`config.mk`:
```
export PLATFORM = sky130hd
export DESIGN_NAME = dcache
export DESIGN_NICKNAME = d
export VERILOG_FILES = /design/src/rtl/dcache_pkg.sv /design/src/rtl/dcache_line_store.sv /design/src/rtl/dcache.sv
export SDC_FILE = /design/constraint.sdc
export NUM_CORES = 1
export LEC_CHECK = 0
export CAP_MARGIN = 20
export CORE_ASPECT_RATIO = 0.9
export CORE_UTILIZATION = 50
export DETAILED_ROUTE_END_ITERATION = 7
export DONT_BUFFER_PORTS = 1
export PLACE_DENSITY = 0.75
export SLEW_MARGIN = 0
export SYNTH_ARGS = -nofsm -noshare
export SYNTH_HDL_FRONTEND = slang
export SYNTH_HIERARCHICAL = 1
export SYNTH_SLANG_ARGS = --single-unit
```
`constraint.sdc`:
```
create_clock -name clock -period 18.45 [get_ports clock]
set_clock_uncertainty 0.1 [all_clocks]
set_input_delay 3.69 -clock clock [delete_from_list [all_inputs] [get_ports clock]]
set_output_delay 3.69 -clock clock [all_outputs]
set_load 0.005 [all_outputs]
```
`src/rtl/dcache_pkg.sv`:
```
//------------------------------------------------------------------------------
// dcache_pkg : shared types and geometry helpers for the direct-mapped dcache.
// Revision   : 1.0
//------------------------------------------------------------------------------
`default_nettype none

package dcache_pkg;

    typedef enum logic [1:0] {
        ST_IDLE  = 2'd0,
        ST_FILL  = 2'd1,
        ST_WRITE = 2'd2,
        ST_WACK  = 2'd3
    } state_t;

    localparam int c_addr_width = 32;
    localparam int c_index_bits = 4;
    localparam int c_num_lines  = 2 ** c_index_bits;
    localparam int c_tag_width  = c_addr_width - c_index_bits - 2;

    // Geometry for non-default parameterisations of the cache.
    function automatic int num_lines(input int index_bits);
        return 2 ** index_bits;
    endfunction

    function automatic int tag_width(input int addr_width, input int index_bits);
        return addr_width - index_bits - 2;
    endfunction

endpackage

`default_nettype wire

```
`src/rtl/dcache_line_store.sv`:
```
//------------------------------------------------------------------------------
// dcache_line_store : valid/tag/data arrays, async lookup, single sync write.
// Revision          : 1.0
//------------------------------------------------------------------------------
`default_nettype none

module dcache_line_store
    import dcache_pkg::*;
#(
    parameter int INDEX_BITS = 4,
    parameter int TAG_WIDTH  = 26,
    parameter int DATA_WIDTH = 32
) (
    input  logic                  clk,
    input  logic                  rst,
    input  logic [INDEX_BITS-1:0] i_rd_index,
    output logic                  o_rd_valid,
    output logic [TAG_WIDTH-1:0]  o_rd_tag,
    output logic [DATA_WIDTH-1:0] o_rd_data,
    input  logic                  i_wr_en,
    input  logic [INDEX_BITS-1:0] i_wr_index,
    input  logic [TAG_WIDTH-1:0]  i_wr_tag,
    input  logic [DATA_WIDTH-1:0] i_wr_data
);

    localparam int c_lines = num_lines(INDEX_BITS);

    logic [c_lines-1:0]    r_valid;
    logic [TAG_WIDTH-1:0]  r_tag  [c_lines];
    logic [DATA_WIDTH-1:0] r_data [c_lines];

    always_ff @(posedge clk) begin
        if (rst) begin
            r_valid <= '0;
        end else if (i_wr_en) begin
            r_valid[i_wr_index] <= 1'b1;
        end
    end

    // Tag and data arrays carry no reset; validity alone qualifies them.
    always_ff @(posedge clk) begin
        if (i_wr_en) begin
            r_tag[i_wr_index]  <= i_wr_tag;
            r_data[i_wr_index] <= i_wr_data;
        end
    end

    assign o_rd_valid = r_valid[i_rd_index];
    assign o_rd_tag   = r_tag[i_rd_index];
    assign o_rd_data  = r_data[i_rd_index];

endmodule

`default_nettype wire

```
`src/rtl/dcache.sv`:
```
//------------------------------------------------------------------------------
// dcache : direct-mapped, write-through, write-allocate single-word-line cache.
// Revision : 1.0
//------------------------------------------------------------------------------
`default_nettype none

module dcache
    import dcache_pkg::*;
#(
    parameter int ADDR_WIDTH = 32,
    parameter int DATA_WIDTH = 32,
    parameter int INDEX_BITS = 4
) (
    input  logic                  clock,
    input  logic                  reset,
    input  logic [ADDR_WIDTH-1:0] cache_addr,
    input  logic                  cache_rd,
    input  logic                  cache_wr,
    input  logic [DATA_WIDTH-1:0] cache_wr_data,
    output logic [DATA_WIDTH-1:0] cache_data,
    output logic                  cache_waitrequest,
    output logic [ADDR_WIDTH-1:0] mem_addr,
    output logic                  mem_rd,
    output logic                  mem_wr,
    output logic [DATA_WIDTH-1:0] mem_wr_data,
    input  logic [DATA_WIDTH-1:0] mem_rd_data,
    input  logic                  mem_waitrequest
);

    localparam int c_tag_w = tag_width(ADDR_WIDTH, INDEX_BITS);

    state_t r_state;

    logic [INDEX_BITS-1:0] w_index;
    logic [c_tag_w-1:0]    w_tag;
    logic                  w_line_valid;
    logic [c_tag_w-1:0]    w_line_tag;
    logic [DATA_WIDTH-1:0] w_line_data;
    logic                  w_hit;
    logic                  w_line_we;
    logic [DATA_WIDTH-1:0] w_line_wdata;
    logic                  w_unused;

    assign w_index  = cache_addr[INDEX_BITS+1:2];
    assign w_tag    = cache_addr[ADDR_WIDTH-1:INDEX_BITS+2];
    assign w_hit    = w_line_valid && (w_line_tag == w_tag);
    assign w_unused = ^cache_addr[1:0];

    dcache_line_store #(
        .INDEX_BITS (INDEX_BITS),
        .TAG_WIDTH  (c_tag_w),
        .DATA_WIDTH (DATA_WIDTH)
    ) u_store (
        .clk        (clock),
        .rst        (reset),
        .i_rd_index (w_index),
        .o_rd_valid (w_line_valid),
        .o_rd_tag   (w_line_tag),
        .o_rd_data  (w_line_data),
        .i_wr_en    (w_line_we),
        .i_wr_index (w_index),
        .i_wr_tag   (w_tag),
        .i_wr_data  (w_line_wdata)
    );

    always_ff @(posedge clock) begin
        if (reset) begin
            r_state <= ST_IDLE;
        end else begin
            case (r_state)
                ST_IDLE: begin
                    if (cache_wr) begin
                        r_state <= ST_WRITE;
                    end else if (cache_rd && !w_hit) begin
                        r_state <= ST_FILL;
                    end
                end
                ST_FILL:  if (!mem_waitrequest) r_state <= ST_IDLE;
                ST_WRITE: if (!mem_waitrequest) r_state <= ST_WACK;
                ST_WACK:  r_state <= ST_IDLE;
                default:  r_state <= ST_IDLE;
            endcase
        end
    end

    // A reset edge that lands on the completing memory cycle must not allocate.
    always_comb begin
        w_line_we    = !reset && !mem_waitrequest
                       && ((r_state == ST_FILL) || (r_state == ST_WRITE));
        w_line_wdata = (r_state == ST_WRITE) ? cache_wr_data : mem_rd_data;
    end

    assign mem_rd      = (r_state == ST_FILL);
    assign mem_wr      = (r_state == ST_WRITE);
    assign mem_addr    = {cache_addr[ADDR_WIDTH-1:2], 2'b00};
    assign mem_wr_data = cache_wr_data;

    always_comb begin
        cache_waitrequest = 1'b1;
        cache_data        = '0;
        case (r_state)
            ST_IDLE: begin
                cache_waitrequest = cache_wr || (cache_rd && !w_hit);
                if (cache_rd && !cache_wr && w_hit) begin
                    cache_data = w_line_data;
                end
            end
            ST_WACK: cache_waitrequest = 1'b0;
            default: cache_waitrequest = 1'b1;
        endcase
    end

endmodule

`default_nettype wire

```
---- Yosys cells after proc, flatten, opt, wreduce, memory -nomap -nowiden ----
Memory sizes are Yosys's and may differ from the RTL's.
Cells that the tools add are included.
storage, ports and cells
  bits in writable memories ............... 928
  output and inout bits ................... 99
  bits of input ports ..................... 101
  word-level logic and storage cells ...... 44
  bits in registers ....................... 18
  memories ................................ 2
cells by class
  order comparisons ....................... 2
  reductions and logical operators ........ 15
  equality and inequality tests ........... 7
  bitwise logic cells ..................... 1
  mux-type cells .......................... 15
memory list
  name            depth  bits a word  read ports  clocked after Yosys merged registers in  wr ports  line                     source
  u_store.r_data  16     32           1           0                                        1         dcache_line_store.sv:30  logic [DATA_WIDTH-1:0] r_data [c_lines];
  u_store.r_tag   16     26           1           0                                        1         dcache_line_store.sv:29  logic [TAG_WIDTH-1:0] r_tag [c_lines];
operators by type and width
  operator                                              number
  2-to-1 mux 32 bit                                     3
  == test 26 bit                                        1
  OR 16 bit                                             1
  2-to-1 mux 2 bit                                      4
  one-hot mux 2 bit (4 select lines)                    1
  logical AND 1 bit                                     7
  < comparator 4 x 5 -> 1 bit (second input constant)   1
  binary-select mux 1 bit (select 4 bit)                1
  demux 1 bit (select 4 bit)                            1
  == test 2 bit (second input constant)                 2
  >= comparator 4 x 1 -> 1 bit (second input constant)  1
  logical NOT 1 bit                                     4
  2-to-1 mux 1 bit                                      4
  != test 2 bit (second input constant)                 2
  != test 3 bit (second input constant)                 1
  AND reduction 3 bit                                   1
  == test 2 x 1 -> 1 bit (second input constant)        1
  logical NOT 2 bit                                     1
  logical OR 1 bit                                      2
  one-hot mux 1 bit (2 select lines)                    1

---- Longest topological paths before layout ----
  word-level depth ........................ 8
  mapped depth ............................ 12
  mapped depth without buffers ............ 8

---- Modules after synthesis ----
The synthesis kept the hierarchy.
modules (own cells, without submodules)
  module             times used  cells each  area an instance (µm²)  seq. area each (µm²)
  dcache_line_store  1           1506        35323.9                 28187.0
  dcache             1           199         1620.3                  40.0

---- Least setup slack after synthesis ----
OpenSTA, ideal clock, no wires.
  kind .................................... input to output
  start point ............................. input cache_addr[2]
  end point ............................... output cache_data[19]
  path buffers ............................ 3
  setup slack ............................. 8.617 ns
  data required time ...................... 14.660 ns
  cell stages on the path ................. 11
  arrival ................................. 6.043 ns
  path through ............................ buf_2 -> buf_2 -> mux4_2 -> a22oi_1 -> nand2_1 -> xor2_1 -> nor4_2 -> nand4_1 -> nor3b_2 -> clkbuf_2 -> and2_2
on the way
  cells in the longest elaborated chain, start to end .. 6
  elaborated cells on any way between the ends .. 9
  those cells by class .................... 1 x eq/ne; 4 x mux; 2 x reduce/logical; 2 x memory
RTL lines
  item                      line           source
  from (decl)               dcache.sv:16   input logic [ADDR_WIDTH-1:0] cache_addr,
  memory (16 x 26 bit)      -
  named net w_line_tag[19]  dcache.sv:37   logic [c_tag_w-1:0] w_line_tag;
  == test 26 bit            dcache.sv:46   assign w_hit = w_line_valid && (w_line_tag == w_tag);
  logical AND 1 bit         dcache.sv:46
  logical AND 1 bit         dcache.sv:104  if (cache_rd && !cache_wr && w_hit) begin
  2-to-1 mux 32 bit         dcache.sv:104
  2-to-1 mux 32 bit         dcache.sv:101  case (r_state)
  to (decl)                 dcache.sv:20   output logic [DATA_WIDTH-1:0] cache_data,
The timed path passes the listed nets, and every way through them passes these cells. The select of a mux whose other input is x is not followed.

---- Worst setup path after layout ----
  start point ............................. input cache_addr[4]
  end point ............................... output cache_data[11]
The elaborated chain is that of the path after synthesis.

==> impl_metrics.yaml <==
finish:
  stdcell_area_mm2: 0.04048
  drive_gt1_share_pct: 26.64
  nets: 1776
  fillers: 5291
  antenna_cells: 0
  synthToLayoutAreaGrowth_pct: 9.561
clock_network:
  path_clk_slew_ps: 60
  cts_setup_buffers: 0
  h-tree-depth: 3
  clkLatencyLatePin_ps: 640
  root_buffer: "clkbuf_16"
  clockBufferDepth: 3
  cts_buffers: 89
  cts_hold_buf: 0
  cts_sinks: 946
  cts-resized-gates: 0
  tritoncts: "yes"
timing:
  period_share_pct: 58.83
  worst_slack_ps: 7595
  maxSlewHeadroom_pct: 25.45
  fin_setup_tns_ps: 0
  rsz0062_at_grt: "false"
  fmax_mhz: 92.13
  worst_pin_slew_ps: 1118
  period_needed_ps: 10850
  setup_viol: 0
  finalHoldViolations: 0
  drv_slew: 0
critical_path:
  path_class: "in2out"
  ff2ff_path_depth: 7
  cp_slowest_cell: "buf_4"
  critPathMaxStageDelay_ps: 690
  end_kind: "primary output"
  path_cells: "nor2_4, buf_4, a22oi_1, nand2_1, xnor2_1, nand4_1, nor4_1, nor3b_4, buf_4, and2_2"
  crit_top_cell: "buf_4"
  worstPathMaxFanout: 38
  crit_required_ps: 14660
  start_kind: "input port"
  cp.arrival_ps: 7060
yosys:
  synth_commonest_cells: "928 x edfxtp_1, 236 x mux4_2, 118 x a22oi_1, 64 x buf_4, 60 x nand2_1"
  yosys-top-cells-area: "edfxtp_1 75%, mux4_2 14%, a22oi_1 2.4%, buf_4 1.3%, mux2_2 1.0%"
  syn-cell-area_mm2: 0.03694
  async_flop_share_pct: 0
  yosysMostFrequentCell: "edfxtp_1"
  synth_top_area_share_pct: 75.43
  synth_ff_type: "edfxtp_1"
  yosysWarnings: 6
  synth_edf_count: 928
  ys_ff_latch: 946
  syn_avg_cell_area_um2: 21.67
  synth_cell_types: 40
  postSynthCellCount: 1705
  synth_top_area_cell: "edfxtp_1"
  synth-seq-area-share_pct: 76.40
power:
  total_power_uw: 4409
  seq_power_share_pct: 54.7
  intPower_uw: 3511
  p_leak_uw: 0.01253
  p_sw_share_pct: 20.36
  irDropWorstVdd_uv: 78.26
  power_density_mw_per_mm2: 108.9
  p_clk_share_pct: 40.8
  p_sw_uw: 897.5
  combPwrFrac_pct: 4.5
global_route:
  grt_pass1_vias: 17292
  grt_max_degree: 246
  grt_util_met3_pct: 4.632
  met2_usage_pct: 33.23
  overflow: 0
  grt_pass1_wl_um: 114400
  grt_use_met1_pct: 30.15
  busiest_layer: "met2"
  grt_util_all_layers_pct: 21.19
  antenna_found_initial: 2
drt:
  drt_iter0_drc: 1915
  drtAntennaViolNets: 0
  drcViolationCount: 11
  vias_per_cell: 6.335
  drtPass1Iterations: 8
  routed_wl_um: 78320
  wl_per_cell_um: 28.99
  via_count: 17117
flow_run:
  maxCapViolations: 0
placed_design:
  place_ws_ps: 7590
  io_buffers: 0
  dp_hpwl_um: 36480
  place_congestion: 0.7091
  placed_cell_area_mm2: 0.03760
die:
  placementRows: 94
  dieWidth_um: 288.5
  die_area_mm2: 0.07498
  die_h_um: 259.9
  core_mm2: 0.07316
  initial_core_util_pct: 50.50
  pin_count: 200
status:
  violations: "DRC"
  outcome: "finished, violations left"
min_path:
  whs_path_depth: 2
  min_path_type: "reg2reg"
## worst max-delay path, delay by kind of cell
family | cells | cell delay, ps
and+or+nand+nor | 6 | 1820
buffers and inverters | 2 | 1110
AOI/OAI and AO/OA | 1 | 190
xor gates and xnor gates | 1 | 170
## registers in the layout (all words and copies together), names as in the netlist
signal and cells:
u_store/r_valid 16, r_state 2, u_store/r_tag 416, u_store/r_data 512
## layout make-up
type	count	area [µm²]	share of cell area, %
clock buffers	113	2338	5.777
clock inverters	49	534.3	1.320
inverters	4	15.01	0.03709
multi-input cells	602	7950	19.64
flip-flops and latches	946	28230	69.74
well taps	960	1201	2.968
repair buffers	28	210.2	0.5193
## power by group through the flow
stage | clock (µW) | combinational, µW | sequential, µW
finish | 1800 | 199 | 2410
global route | 1900 | 212 | 2410
CTS | 1820 | 198 | 2410
detailed placement | 0 | 196 | 2460
global placement | 0 | 189 | 2460
floorplan | 0 | 175 | 2460
## per-stage QoR
| step | util [%] | instances | hold WS [ps] |
|---|---|---|---|
| 2_1_floorplan | - | 1706 | 331.5 |
| 3_3_place_gp | 51.39 | 2539 | 343.6 |
| 3_5_place_dp | 51.39 | 2539 | 357.7 |
| 4_1_cts | 55.32 | 2701 | 377.1 |
| 5_1_grt | 55.33 | 2702 | 407.8 |
| 6_report | 55.33 | 2702 | 373.1 |
## cells by family after synthesis
logic type                 share of synthesized area (%)
AOI/OAI and AO/OA                                  2.764
muxes                                              15.39
other                                            0.01015
DFF                                                76.40
buffers and inverters                              2.476
and+or+nand+nor                                    2.201
adders and majority gates                         0.1355
xor gates and xnor gates                          0.6164
## path summary, 6_finish.rpt
path,from,end,slack [ps]
min reg2reg,u_store/r_valid[12],u_store/r_valid[12],370
min,u_store/r_valid[12],u_store/r_valid[12],370
max reg2reg,r_state[0],u_store/r_tag[12][3],14640
max,cache_addr[4],cache_data[11],7600
## cells in the final DEF, fill, tap and decap left out, types with 3 or more instances in the layout
master / n
and2_1: 12
nand4_1: 4
a31oi_1: 4
edfxtp_1: 928
nor3_2: 4
clkinv_1: 18
mux4_2: 236
dfxtp_1: 18
ha_1: 3
xnor2_1: 18
nor2_4: 13
xor2_1: 8
nor2b_1: 3
a22oi_1: 118
clkinv_2: 15
inv_16: 3
and2_2: 21
nand2_1: 60
clkbuf_16: 90
clkbuf_1: 23
bufinv_16: 8
buf_4: 27
inv_1: 4
nor3b_1: 3
mux2_2: 33
nor2_1: 19
a21oi_1: 15
## layer usage
| layer | part of all wire (%) | vias up |
|---|---|---|
| met3 | 8.6 | 133 |
| met4 | 2.6 | 0 |
| li1 | - | 6977 |
| met2 | 48 | 896 |
| met1 | 41 | 9111 |
| met5 | 0 | - |
No activity file was read; power rests on OpenSTA's default activity.
